==> src/rtl/alu_ctrl_pkg.sv <==
// rtl/alu_ctrl_pkg.sv - opcode constants, flag indices and FSM states for the shared ALU.
package alu_ctrl_pkg;

  localparam logic [2:0] ALU_ADD = 3'b000;
  localparam logic [2:0] ALU_SUB = 3'b001;
  localparam logic [2:0] ALU_AND = 3'b010;
  localparam logic [2:0] ALU_OR  = 3'b011;
  localparam logic [2:0] ALU_SLT = 3'b101;

  localparam int FLAG_N = 3;
  localparam int FLAG_Z = 2;
  localparam int FLAG_C = 1;
  localparam int FLAG_V = 0;

  typedef enum logic [1:0] {
    ST_IDLE,
    ST_EXEC,
    ST_RESP
  } state_t;

  function automatic logic is_legal_op(input logic [2:0] op);
    return (op == ALU_ADD) || (op == ALU_SUB) || (op == ALU_AND) ||
           (op == ALU_OR)  || (op == ALU_SLT);
  endfunction

endpackage

==> src/rtl/alu.sv <==
// rtl/alu.sv - integer ALU; C is the carry out of A+B or A+~B+1 (set means no borrow).
module alu
  import alu_ctrl_pkg::*;
#(
  parameter int XLEN = 32
) (
  input  logic [XLEN-1:0] a,
  input  logic [XLEN-1:0] b,
  input  logic [2:0]      op,
  output logic [XLEN-1:0] result,
  output logic [3:0]      flags
);

  logic [XLEN:0] sum;
  logic [XLEN:0] diff;

  assign sum  = {1'b0, a} + {1'b0, b};
  assign diff = {1'b0, a} + {1'b0, ~b} + {{XLEN{1'b0}}, 1'b1};

  always_comb begin
    result = '0;
    flags  = '0;
    case (op)
      ALU_ADD: begin
        result         = sum[XLEN-1:0];
        flags[FLAG_C]  = sum[XLEN];
        flags[FLAG_V]  = (a[XLEN-1] == b[XLEN-1]) && (sum[XLEN-1] != a[XLEN-1]);
      end
      ALU_SUB: begin
        result         = diff[XLEN-1:0];
        flags[FLAG_C]  = diff[XLEN];
        flags[FLAG_V]  = (a[XLEN-1] != b[XLEN-1]) && (diff[XLEN-1] != a[XLEN-1]);
      end
      ALU_AND: result = a & b;
      ALU_OR:  result = a | b;
      ALU_SLT: result = {{(XLEN-1){1'b0}}, diff[XLEN-1]};
      default: result = '0;
    endcase
    flags[FLAG_N] = result[XLEN-1];
    flags[FLAG_Z] = (result == '0);
  end

endmodule

==> src/rtl/rr_arb2.sv <==
// rtl/rr_arb2.sv - two-way round-robin pick; `last` is the requester granted most recently.
module rr_arb2 (
  input  logic valid0,
  input  logic valid1,
  input  logic last,
  output logic grant_valid,
  output logic grant_id
);

  assign grant_valid = valid0 | valid1;
  // On a tie requester 1 wins only if requester 0 was granted last.
  assign grant_id    = valid1 & (~valid0 | ~last);

endmodule

==> src/rtl/alu_arbiter.sv <==
// rtl/alu_arbiter.sv - shares one ALU between two requesters with a single-entry response buffer.
module alu_arbiter
  import alu_ctrl_pkg::*;
#(
  parameter int XLEN = 32
) (
  input  logic            clk,
  input  logic            rst,
  input  logic            req0_valid,
  output logic            req0_ready,
  input  logic [XLEN-1:0] req0_a,
  input  logic [XLEN-1:0] req0_b,
  input  logic [2:0]      req0_op,
  input  logic            req1_valid,
  output logic            req1_ready,
  input  logic [XLEN-1:0] req1_a,
  input  logic [XLEN-1:0] req1_b,
  input  logic [2:0]      req1_op,
  output logic            rsp_valid,
  input  logic            rsp_ready,
  output logic            rsp_id,
  output logic [XLEN-1:0] rsp_result,
  output logic [3:0]      rsp_flags,
  output logic            rsp_err
);

  state_t          state, state_nxt;
  logic            last_id;
  logic [XLEN-1:0] op_a, op_b;
  logic [2:0]      op_code;
  logic            op_id;
  logic            grant_valid, grant_id;
  logic            window, take;
  logic [XLEN-1:0] alu_result;
  logic [3:0]      alu_flags;

  rr_arb2 u_arb (
    .valid0      (req0_valid),
    .valid1      (req1_valid),
    .last        (last_id),
    .grant_valid (grant_valid),
    .grant_id    (grant_id)
  );

  alu #(.XLEN(XLEN)) u_alu (
    .a      (op_a),
    .b      (op_b),
    .op     (op_code),
    .result (alu_result),
    .flags  (alu_flags)
  );

  // RESP with rsp_ready open the window too, so a new op can enter while the old one leaves.
  assign window     = (state == ST_IDLE) || ((state == ST_RESP) && rsp_ready);
  assign take       = !rst && window && grant_valid;
  assign req0_ready = take && !grant_id;
  assign req1_ready = take && grant_id;
  assign rsp_valid  = (state == ST_RESP);

  always_comb begin
    state_nxt = state;
    case (state)
      ST_IDLE: if (take) state_nxt = ST_EXEC;
      ST_EXEC: state_nxt = ST_RESP;
      ST_RESP: if (rsp_ready) state_nxt = take ? ST_EXEC : ST_IDLE;
      default: state_nxt = ST_IDLE;
    endcase
  end

  always_ff @(posedge clk) begin
    if (rst) begin
      state      <= ST_IDLE;
      last_id    <= 1'b1;
      op_a       <= '0;
      op_b       <= '0;
      op_code    <= '0;
      op_id      <= 1'b0;
      rsp_id     <= 1'b0;
      rsp_result <= '0;
      rsp_flags  <= '0;
      rsp_err    <= 1'b0;
    end else begin
      state <= state_nxt;
      if (take) begin
        op_a    <= grant_id ? req1_a  : req0_a;
        op_b    <= grant_id ? req1_b  : req0_b;
        op_code <= grant_id ? req1_op : req0_op;
        op_id   <= grant_id;
        last_id <= grant_id;
      end
      if (state == ST_EXEC) begin
        rsp_id <= op_id;
        if (is_legal_op(op_code)) begin
          rsp_result <= alu_result;
          rsp_flags  <= alu_flags;
          rsp_err    <= 1'b0;
        end else begin
          rsp_result <= '0;
          rsp_flags  <= '0;
          rsp_err    <= 1'b1;
        end
      end
    end
  end

endmodule

==> config.mk <==
export PLATFORM = sky130hd
export DESIGN_NAME = alu_arbiter
export DESIGN_NICKNAME = d
export VERILOG_FILES = /design/src/rtl/alu_ctrl_pkg.sv /design/src/rtl/alu.sv /design/src/rtl/rr_arb2.sv /design/src/rtl/alu_arbiter.sv
export SDC_FILE = /design/constraint.sdc
export NUM_CORES = 1
export LEC_CHECK = 0
export CORE_UTILIZATION = 45
export CTS_CLUSTER_SIZE = 30
export DETAILED_ROUTE_END_ITERATION = 8
export GPL_TIMING_DRIVEN = 0
export PLACE_DENSITY_LB_ADDON = 0.05
export SLEW_MARGIN = 20
export SYNTH_ARGS = -nofsm -noshare
export SYNTH_HDL_FRONTEND = slang
export SYNTH_SLANG_ARGS = --single-unit
==> constraint.sdc <==
create_clock -name clk -period 3.67 [get_ports clk]
set_input_delay 0.5505 -clock clk [delete_from_list [all_inputs] [get_ports clk]]
set_output_delay 0.5505 -clock clk [all_outputs]
set_load 0.005 [all_outputs]
; ---- After elaboration in Yosys (flattened, before gate mapping)
; Index checks and enable logic that the tools add are counted.
[op_classes]
addsub = 3
n_eq_ne = 12
mux = 12
bitwise_logic = 8
reduce_logical = 18
[op_table]
columns = cell, count
row1 = one-hot mux 32 bit (5 select lines), 1
row2 = 2-to-1 mux 32 bit, 3
row3 = adder 32 x 32 -> 33 bit, 2
row4 = adder 33 x 1 -> 33 bit (second input constant), 1
row5 = AND 32 bit, 1
row6 = logical NOT 32 bit, 1
row7 = NOT 32 bit, 1
row8 = bitwise OR 32 bit, 1
row9 = logical AND 1 bit, 7
row10 = == test 3 x 2 -> 1 bit (second input constant), 2
row11 = one-hot mux 2 bit (3 select lines), 1
row12 = logical OR 1 bit, 5
row13 = 2-to-1 mux 2 bit, 2
row14 = 2-to-1 mux 4 bit, 1
row15 = one-hot mux 2 bit (2 select lines), 1
row16 = == test 3 x 1 -> 1 bit (second input constant), 1
row17 = == test 3 bit (second input constant), 1
row18 = logical NOT 3 bit, 1
row19 = 2-to-1 mux 3 bit, 1
row20 = != test 1 bit, 3
row21 = == test 2 x 1 -> 1 bit (second input constant), 1
row22 = == test 2 bit (second input constant), 1
row23 = logical NOT 1 bit, 2
row24 = logical NOT 2 bit, 1
row25 = other kinds (8), 11
[word_totals]
ff_bits = 109
in_bits = 139
output_inout_bits = 41
wordCells = 63

; ---- Logic depth before layout (Yosys ltp)
; Gate-level depths: netlist of run 1.
[logic_depth]
depth_word = 8
ltp_mapped = 16
depth_no_buf = 16

; ---- Hierarchy
; A second synthesis of run 1 with hierarchy kept.
[hier_totals]
hier_cells = 1221
hier_area_um2 = 9859.5
[by_module_without_submodules]
columns = mod, n_inst, cells_each, area_each_um2, seq_area_each_um2
row1 = alu, 1, 801, 5287.6, 0.0
row2 = alu_arbiter, 1, 418, 4558.1, 2182.1
row3 = rr_arb2, 1, 2, 13.8, 0.0

; ---- Least setup slack after synthesis of run 1
; No wires, ideal clock.
[synth_timing]
path_type = register to register
from = reg op_a[1]
to = reg rsp_flags[2]
setup_ps = 60
arrival_time_ps = 3488
required_ps = 3610
setup_slack_ps = 122
path_stages_with_launch = 15
n_path_buf = 0
period_less_slack_ps = 3548
cell_sequence = dfxtp_1 -> inv_1 -> ha_1 -> o21ba_2 -> or4_4 -> and2_4 -> xnor2_1 -> a221oi_1 -> nor4b_1 -> nand4_1 -> or4_1 -> nor4_2 -> nand4b_1 -> nor4b_2 -> a32o_1
[synth_via]
elab_chain_cells = 5
word_cells_on_any_way = 8
cone_classes = 3 x add/sub / 2 x mux / 2 x bitwise / 1 x reduce/logical
[synth_rtl]
columns = item, line
row1 = start: declaration, alu_arbiter.sv:29  ; logic [XLEN-1:0] op_a, op_b;
row2 = start signal: assignment, alu_arbiter.sv:85  ; op_a <= grant_id ? req1_a : req0_a;
row3 = adder 32 x 32 -> 33 bit, alu.sv:18  ; assign diff = {1'b0, a} + {1'b0, ~b} + {{XLEN{1'b0}}, 1'b1};
row4 = adder 33 x 1 -> 33 bit, alu.sv:18
row5 = one-hot mux 32 bit (5 select lines) (*), alu.sv:23  ; case (op)
row6 = logical NOT 32 bit (*), alu.sv:40  ; flags[FLAG_Z] = (result == '0);
row7 = 2-to-1 mux 4 bit (*), alu_arbiter.sv:93  ; if (is_legal_op(op_code)) begin
row8 = end signal: assignment, alu_arbiter.sv:95  ; rsp_flags <= alu_flags;
row9 = end: declaration, alu_arbiter.sv:23  ; output logic [3:0] rsp_flags,
; Mark *: on every way between the ends. The rest lies on a longest branch, timed or not.
; A chain may end at the register's enable or synchronous reset.

; ---- Worst setup path in the final report of run 1
[layout_timing]
from = reg op_a[0]
to = reg rsp_flags[2]
; Same word-level chain as after synthesis.

==> results of run 1 <==
placed cells by master, fill, tap and decap left out, types with 6 or more instances in the layout:
cell type        count
o211ai_1            12
buf_1               12
a21oi_1             89
nor2b_1             15
clkbuf_16            9
nand2b_1             9
xnor2_1             16
o21bai_1             6
a21o_1              13
o31ai_1             10
a211oi_1           101
ha_1                99
o22ai_1              6
dfxtp_2             11
buf_2                7
nand3_1             18
nand2_1             65
a21oi_2              9
inv_1               98
nor3_1              29
or3_1                7
clkbuf_2             8
mux2i_1             86
nor2_1             171
buf_4               11
clkdlybuf4s50_1    178
clkbuf_1            43
clkbuf_8             7
nand4_1             11
dfxtp_1             95
o21ai_0             46
report_power, final:
| part | internal (mW) | total [mW] | switching (mW) |
|---|---|---|---|
| Combinational | 0.956 | 2.30 | 1.34 |
| Clock | 0.556 | 1.07 | 0.515 |
| Sequential | 1.28 | 1.39 | 0.104 |
critical path, delay by kind of cell, from the launching register on:
family                   cells  cell delay [ns]
AND/OR/NAND/NOR              5             1.46
flip-flops                   1             0.34
AO/OA/AOI/OAI                5             1.24
adder cells (fa/ha/maj)      2             0.51
XOR/XNOR                     1             0.22
buffers and inverters        2             0.14
worst paths after layout:
kind / to / slack, ns
max: rsp_flags[2] / -0.30
min: rsp_flags[0] / 0.46
max reg2reg: rsp_flags[2] / -0.30
min reg2reg: rsp_flags[0] / 0.46
metal layers:
metal,global-route usage,vias up,part of all wire
met5,0,-,0
met4,0.09031,0,0.018
met3,0.03333,45,0.071
met2,0.5035,451,0.44
met1,0.4464,4794,0.47
li1,-,4854,-
final cells by class:
class	instances	area, sq um	share of cell area
multi-input combinational	958	7030	0.5606
sequential	108	2183	0.1741
timing repair buffer	185	1834	0.1463
buffer	86	454.2	0.03622
inverter	102	382.9	0.03053
tap	275	344.1	0.02744
clock buffer	10	239.0	0.01906
clock inverter	6	70.07	0.005587
antenna	1	2.502	0.0001995
registers in the layout, indices dropped and copies added, names as in the netlist:
name / count
op_a: 32
op_b: 32
rsp_result: 32
op_code: 3
rsp_flags: 3
state: 2
last_id: 1
op_id: 1
rsp_err: 1
rsp_id: 1
kinds of logic (layout without fill, tap and decap cells):
group	after synthesis	count (layout)	share of synthesized area
compound gates	370	370	0.2610
flops	108	108	0.2231
simple gates	374	374	0.1838
xor+xnor	20	20	0.01807
other cells	0	1	0
fa+ha+maj	106	106	0.1384
mux	88	88	0.09087
buf+inv	191	389	0.08481
timing repair:
action,CTS,global route
gates cloned,0,0
buffers inserted,2,5
hold buffers,0,0
setup endpoints to repair,15,8
pin swaps,6,29
gates resized for setup,32,72
stage by stage:
stage                     hold WS [ns]  power (mW)  utilization  setup TNS, ns
after floorplan                 0.4303       2.742            -              0
after global placement          0.4401       3.470       0.5605         -6.701
after detailed placement        0.4448       3.487       0.5605         -6.479
after CTS                       0.4556       4.606       0.5823        -0.2028
after global routing            0.4808       4.992       0.5946        -0.6971
final                           0.4571       4.754       0.5947        -0.2982
==> flow_metrics.tcl, run 1 <==
set metrics [dict create \
    synth_top_cell_area_share 0.2231 \
    antenna_violations_before_repair 0 \
    htreeDepth 3 \
    number_of_nets_still_failing_antenna_checks_after_routing 0 \
    synth_sequential_area_ratio 0.2231 \
    post_dp_cell_area_sq_mm 0.01182 \
    cts_root_buf "clkbuf_16" \
    die_height_um 148.8 \
    worst_r2r_path_depth 15 \
    share_of_synthesized_registers_carrying_an_async_set_or_reset 0 \
    post_route_cells_drive_above_1_share 0.1072 \
    failed_checks "setup timing" \
    finish.net_count 1695 \
    gr-total-overflow 0 \
    detail_route.first_pass.iterations 6 \
    routed_wire_length_per_instance_um 20.22 \
    maxCapViolations 0 \
    synth.top_cells.by_area "dfxtp_1, ha_1, mux2i_1" \
    global_route_wire_length_before_repair_um 53410 \
    post_layout_nonfiller_instances 1731 \
    synth.avg_cell_area_sq_um 7.711 \
    cts_inserted_buffers 9 \
    post-synth-top-area-cell "dfxtp_1" \
    power_density_mw_per_mm2 379.1 \
    largest_net_degree_at_the_start_of_global_routing 20 \
    max_freq_mhz 252.1 \
    slowest_delay_ns 0.57 \
    area_overhead_of_the_layout_relative_to_synthesis_pct 29.38 \
    vias 10140 \
    globalRouteTotalUtil 0.3152 \
    slew_viol_final 0 \
    core_sq_mm 0.02109 \
    cts_tree "yes" \
    syn-num-nets 1502 \
    cp-startpoint "op_a[0]" \
    critical_path.endpoint_type "flop" \
    timing.hold.worst.class "flop to flop" \
    worst_slack_placed_ns -1.033 \
    clk_pin_slew_worst_paths_ns 0.08 \
    r2r_start "op_a[0]" \
    worstSkewPairLatency_ns 0.37 \
    synth_most_common_cell "nor2_1" \
    leakage_nw 4.837 \
    crit_arrival_ns 4.27 \
    viasPerCell 5.860 \
    critical-path-top-cell-by-count "inv_1" \
    drt_first_iter_violations 802 \
    synth_seq_cells 108 \
    post-route-min-period_ns 3.967 \
    initial_core_util 0.4597 \
    die_w_um 148.8 \
    worstHoldPathCells 2 \
    cp_data_required_time_ns 3.98 \
    min_from "rsp_flags[0]" \
    postLayoutSetupSlackWorst_ns -0.2969 \
    clock_path_buffers 2 \
    ir_worst_vdd_mv 0.2277 \
    remaining_drc_errors 0 \
    synth-edff-count 0 \
    clock_sink_count 108 \
    vias_in_the_first_global_route 9244 \
    placement.io_buffers 178 \
    unrepaired_setup_endpoints_after_global_routing "true" \
    synth.cells.most_frequent "nor2_1, dfxtp_1, a211oi_1, ha_1, inv_1" \
    setup_viol 3 \
    worstPathCellList "inv_1 -> ha_1 -> inv_1 -> fa_2 -> and2b_2 -> o311ai_4 -> a311o_1 -> a31oi_2 -> xnor2_1 -> o22ai_2 -> or4_4 -> nor4_2 -> nand4b_1 -> nor4b_2 -> a32o_1" \
    critPathSlowestCell "or4_4" \
    filler_cell_count 2028 \
    crit_fanout 4 \
    number_of_placed_cells_counting_well_taps 1710 \
    outcome "complete, but fails checks" \
    worst_setup_path_start_kind "flop" \
    place_hpwl_um 27510 \
    worstSetupPathType "flop to flop" \
    fp.dieArea_sq_mm 0.02213 \
    pin_count 180 \
    yosys_warnings 0 \
    place_congestion 0.9487 \
    final_area_sq_mm 0.01254 \
    layout_worst_path_cycle_share 1.081 \
    fin_worst_skew_ns 0.01131 \
    report.final.hold_viol_count 0 \
    synthDistinctLibCells 79 \
    route.final.wire_length_um 35000 \
    post_synth_instance_area_sq_mm 0.009693 \
    postSynth.topFlopCell "dfxtp_1" \
    relative_slew_slack 0.3697 \
    timing_worst_slew_pin_value_ns 0.9454 \
    floorplan.rows 53 \
    synthCells 1257 \
]
(Power assumes the default switching activity.)
==> run 2, diff against run 1 <==
TNS_END_PERCENT = 5   (was not set)
==> run 2 against run 1 <==
The run still ends with setup timing left. Fmax decreased by 0.27%. Critical path depth unchanged. Sequential cell count unchanged. Global-route usage unchanged. Setup slack got worse by 0.011 ns. Critical path type unchanged. Critical endpoint unchanged.
==> flow_metrics.tcl, run 2 (synthesis results as in run 1) <==
set metrics [dict create \
    number_of_placed_cells_counting_well_taps 1710 \
    number_of_nets_still_failing_antenna_checks_after_routing 0 \
    cts.hold.buffers_added 0 \
    detail_route.first_pass.iterations 5 \
    worstHoldPathCells 2 \
    gr-total-overflow 0 \
    max_freq_mhz 251.4 \
    routed_wire_length_per_instance_um 20.24 \
    failed_checks "setup timing" \
    area_overhead_of_the_layout_relative_to_synthesis_pct 29.34 \
    post_layout_nonfiller_instances 1731 \
    clock_path_buffers 2 \
    ir_worst_vdd_mv 0.2292 \
    antenna_violations_before_repair 0 \
    finish.net_count 1695 \
    cts_root_buf "clkbuf_16" \
    layout_worst_path_cycle_share 1.084 \
    power_density_mw_per_mm2 379.1 \
    initial_core_util 0.4597 \
    worst_r2r_path_depth 15 \
    vias_in_the_first_global_route 9244 \
    setup_viol 2 \
    largest_net_degree_at_the_start_of_global_routing 20 \
    cp_data_required_time_ns 3.97 \
    worstSetupPathType "flop to flop" \
    slew_viol_final 0 \
    timing.hold.worst.class "flop to flop" \
    htreeDepth 3 \
    timing_worst_slew_pin_value_ns 0.9284 \
    final.hold.worst_slack_ns 0.4572 \
    leading_cell_types_in_the_layout_fill_and_taps_excluded "clkdlybuf4s50_1, nor2_1, a211oi_1" \
    place_hpwl_um 27510 \
    crit_fanout 4 \
    globalRouteTotalUtil 0.3152 \
    leading_cell_type_in_the_layout_fill_and_taps_excluded "clkdlybuf4s50_1" \
    place_congestion 0.9487 \
    post_route_cells_drive_above_1_share 0.1065 \
    remaining_drc_errors 0 \
    critical_path.endpoint_type "flop" \
    crit_arrival_ns 4.28 \
    leakage_nw 4.833 \
    pin_count 180 \
    postLayoutSetupSlackWorst_ns -0.3077 \
    post_dp_cell_area_sq_mm 0.01182 \
    relative_slew_slack 0.3811 \
    final_area_sq_mm 0.01254 \
    route.final.wire_length_um 35040 \
    worst_setup_path_start_kind "flop" \
    floorplan.rows 53 \
    post-route-min-period_ns 3.978 \
    fin_worst_skew_ns 0.01171 \
    core_sq_mm 0.02109 \
    report.final.hold_viol_count 0 \
    drt_first_iter_violations 777 \
    cts_inserted_buffers 9 \
    die_height_um 148.8 \
    clk_pin_slew_worst_paths_ns 0.08 \
    worstSkewPairLatency_ns 0.37 \
    global_route_wire_length_before_repair_um 53410 \
    largestRegisters "op_a (32), op_b (32), rsp_result (32)" \
    outcome "complete, but fails checks" \
    cts_tree "yes" \
    placement.io_buffers 178 \
    viasPerCell 5.843 \
    vias 10120 \
    maxCapViolations 0 \
    clock_sink_count 108 \
    die_w_um 148.8 \
    fp.dieArea_sq_mm 0.02213 \
    unrepaired_setup_endpoints_after_global_routing "true" \
]
-- run 2: layer usage --
metal / routed length (um) / track usage / up-vias / share of wire
li1: - / - / 4855 / -
met3: 2598 / 0.03333 / 46 / 0.074
met1: 16170 / 0.4464 / 4756 / 0.46
met2: 15610 / 0.5035 / 458 / 0.45
met4: 658 / 0.09031 / 0 / 0.019
met5: 0 / 0 / - / 0
-- run 2: timing repair --
item / 4_1_cts / 5_1_grt
pin swaps: 6 / 31
resized for setup: 32 / 69
endpoints found under the setup margin: 15 / 8
buffers inserted: 2 / 5
endpoints found under the hold margin: 0 / 0
-- run 2: path summary, 6_finish.rpt --
path	slack, ns	endpoint	start
setup / recovery	-0.31	rsp_flags[2]	op_a[0]
hold / removal	0.46	rsp_flags[0]	rsp_flags[0]
setup reg to reg	-0.31	rsp_flags[2]	op_a[0]
hold reg to reg	0.46	rsp_flags[0]	rsp_flags[0]
-- run 2: stage by stage --
stage               total power, mW  worst slack, ns    util  TNS (ns)
global route                  4.991          -0.3659  0.5944   -0.8134
detailed placement            3.487           -1.033  0.5605    -6.479
finish                        4.753          -0.3077  0.5945   -0.3157
floorplan                     2.742           0.1219       -         0
global placement              3.470           -1.079  0.5605    -6.701
CTS                           4.606          -0.2028  0.5823   -0.2028
-- run 2: worst max-delay path, stage by stage, from the launching register on --
cell      delay [ns]
dfxtp_2         0.34
inv_1           0.08
ha_1            0.17
inv_1           0.06
fa_2            0.34
and2b_2         0.23
o311ai_4        0.40
a311o_1         0.38
a31oi_2         0.14
xnor2_1         0.22
o22ai_2         0.12
or4_4           0.57
nor4_2          0.14
nand4b_1        0.17
nor4b_2         0.36
a32o_1          0.20
-- run 2: power breakdown --
part	internal (mW)	switching [mW]	leakage, nW
Combinational	0.955	1.34	3.79
Clock	0.556	0.514	0.147
Sequential	1.28	0.104	0.894
-- run 2: cell type report --
class                   instances  area (sq um)
inverters                     102         382.9
multi-input cells             958          7030
diodes                          1         2.502
repair buffers                185          1834
well taps                     275         344.1
plain buffers                  86         450.4
clock buffers                  10         239.0
flip-flops and latches        108          2183
fillers                      2030          8551
clock inverters                 6         70.07
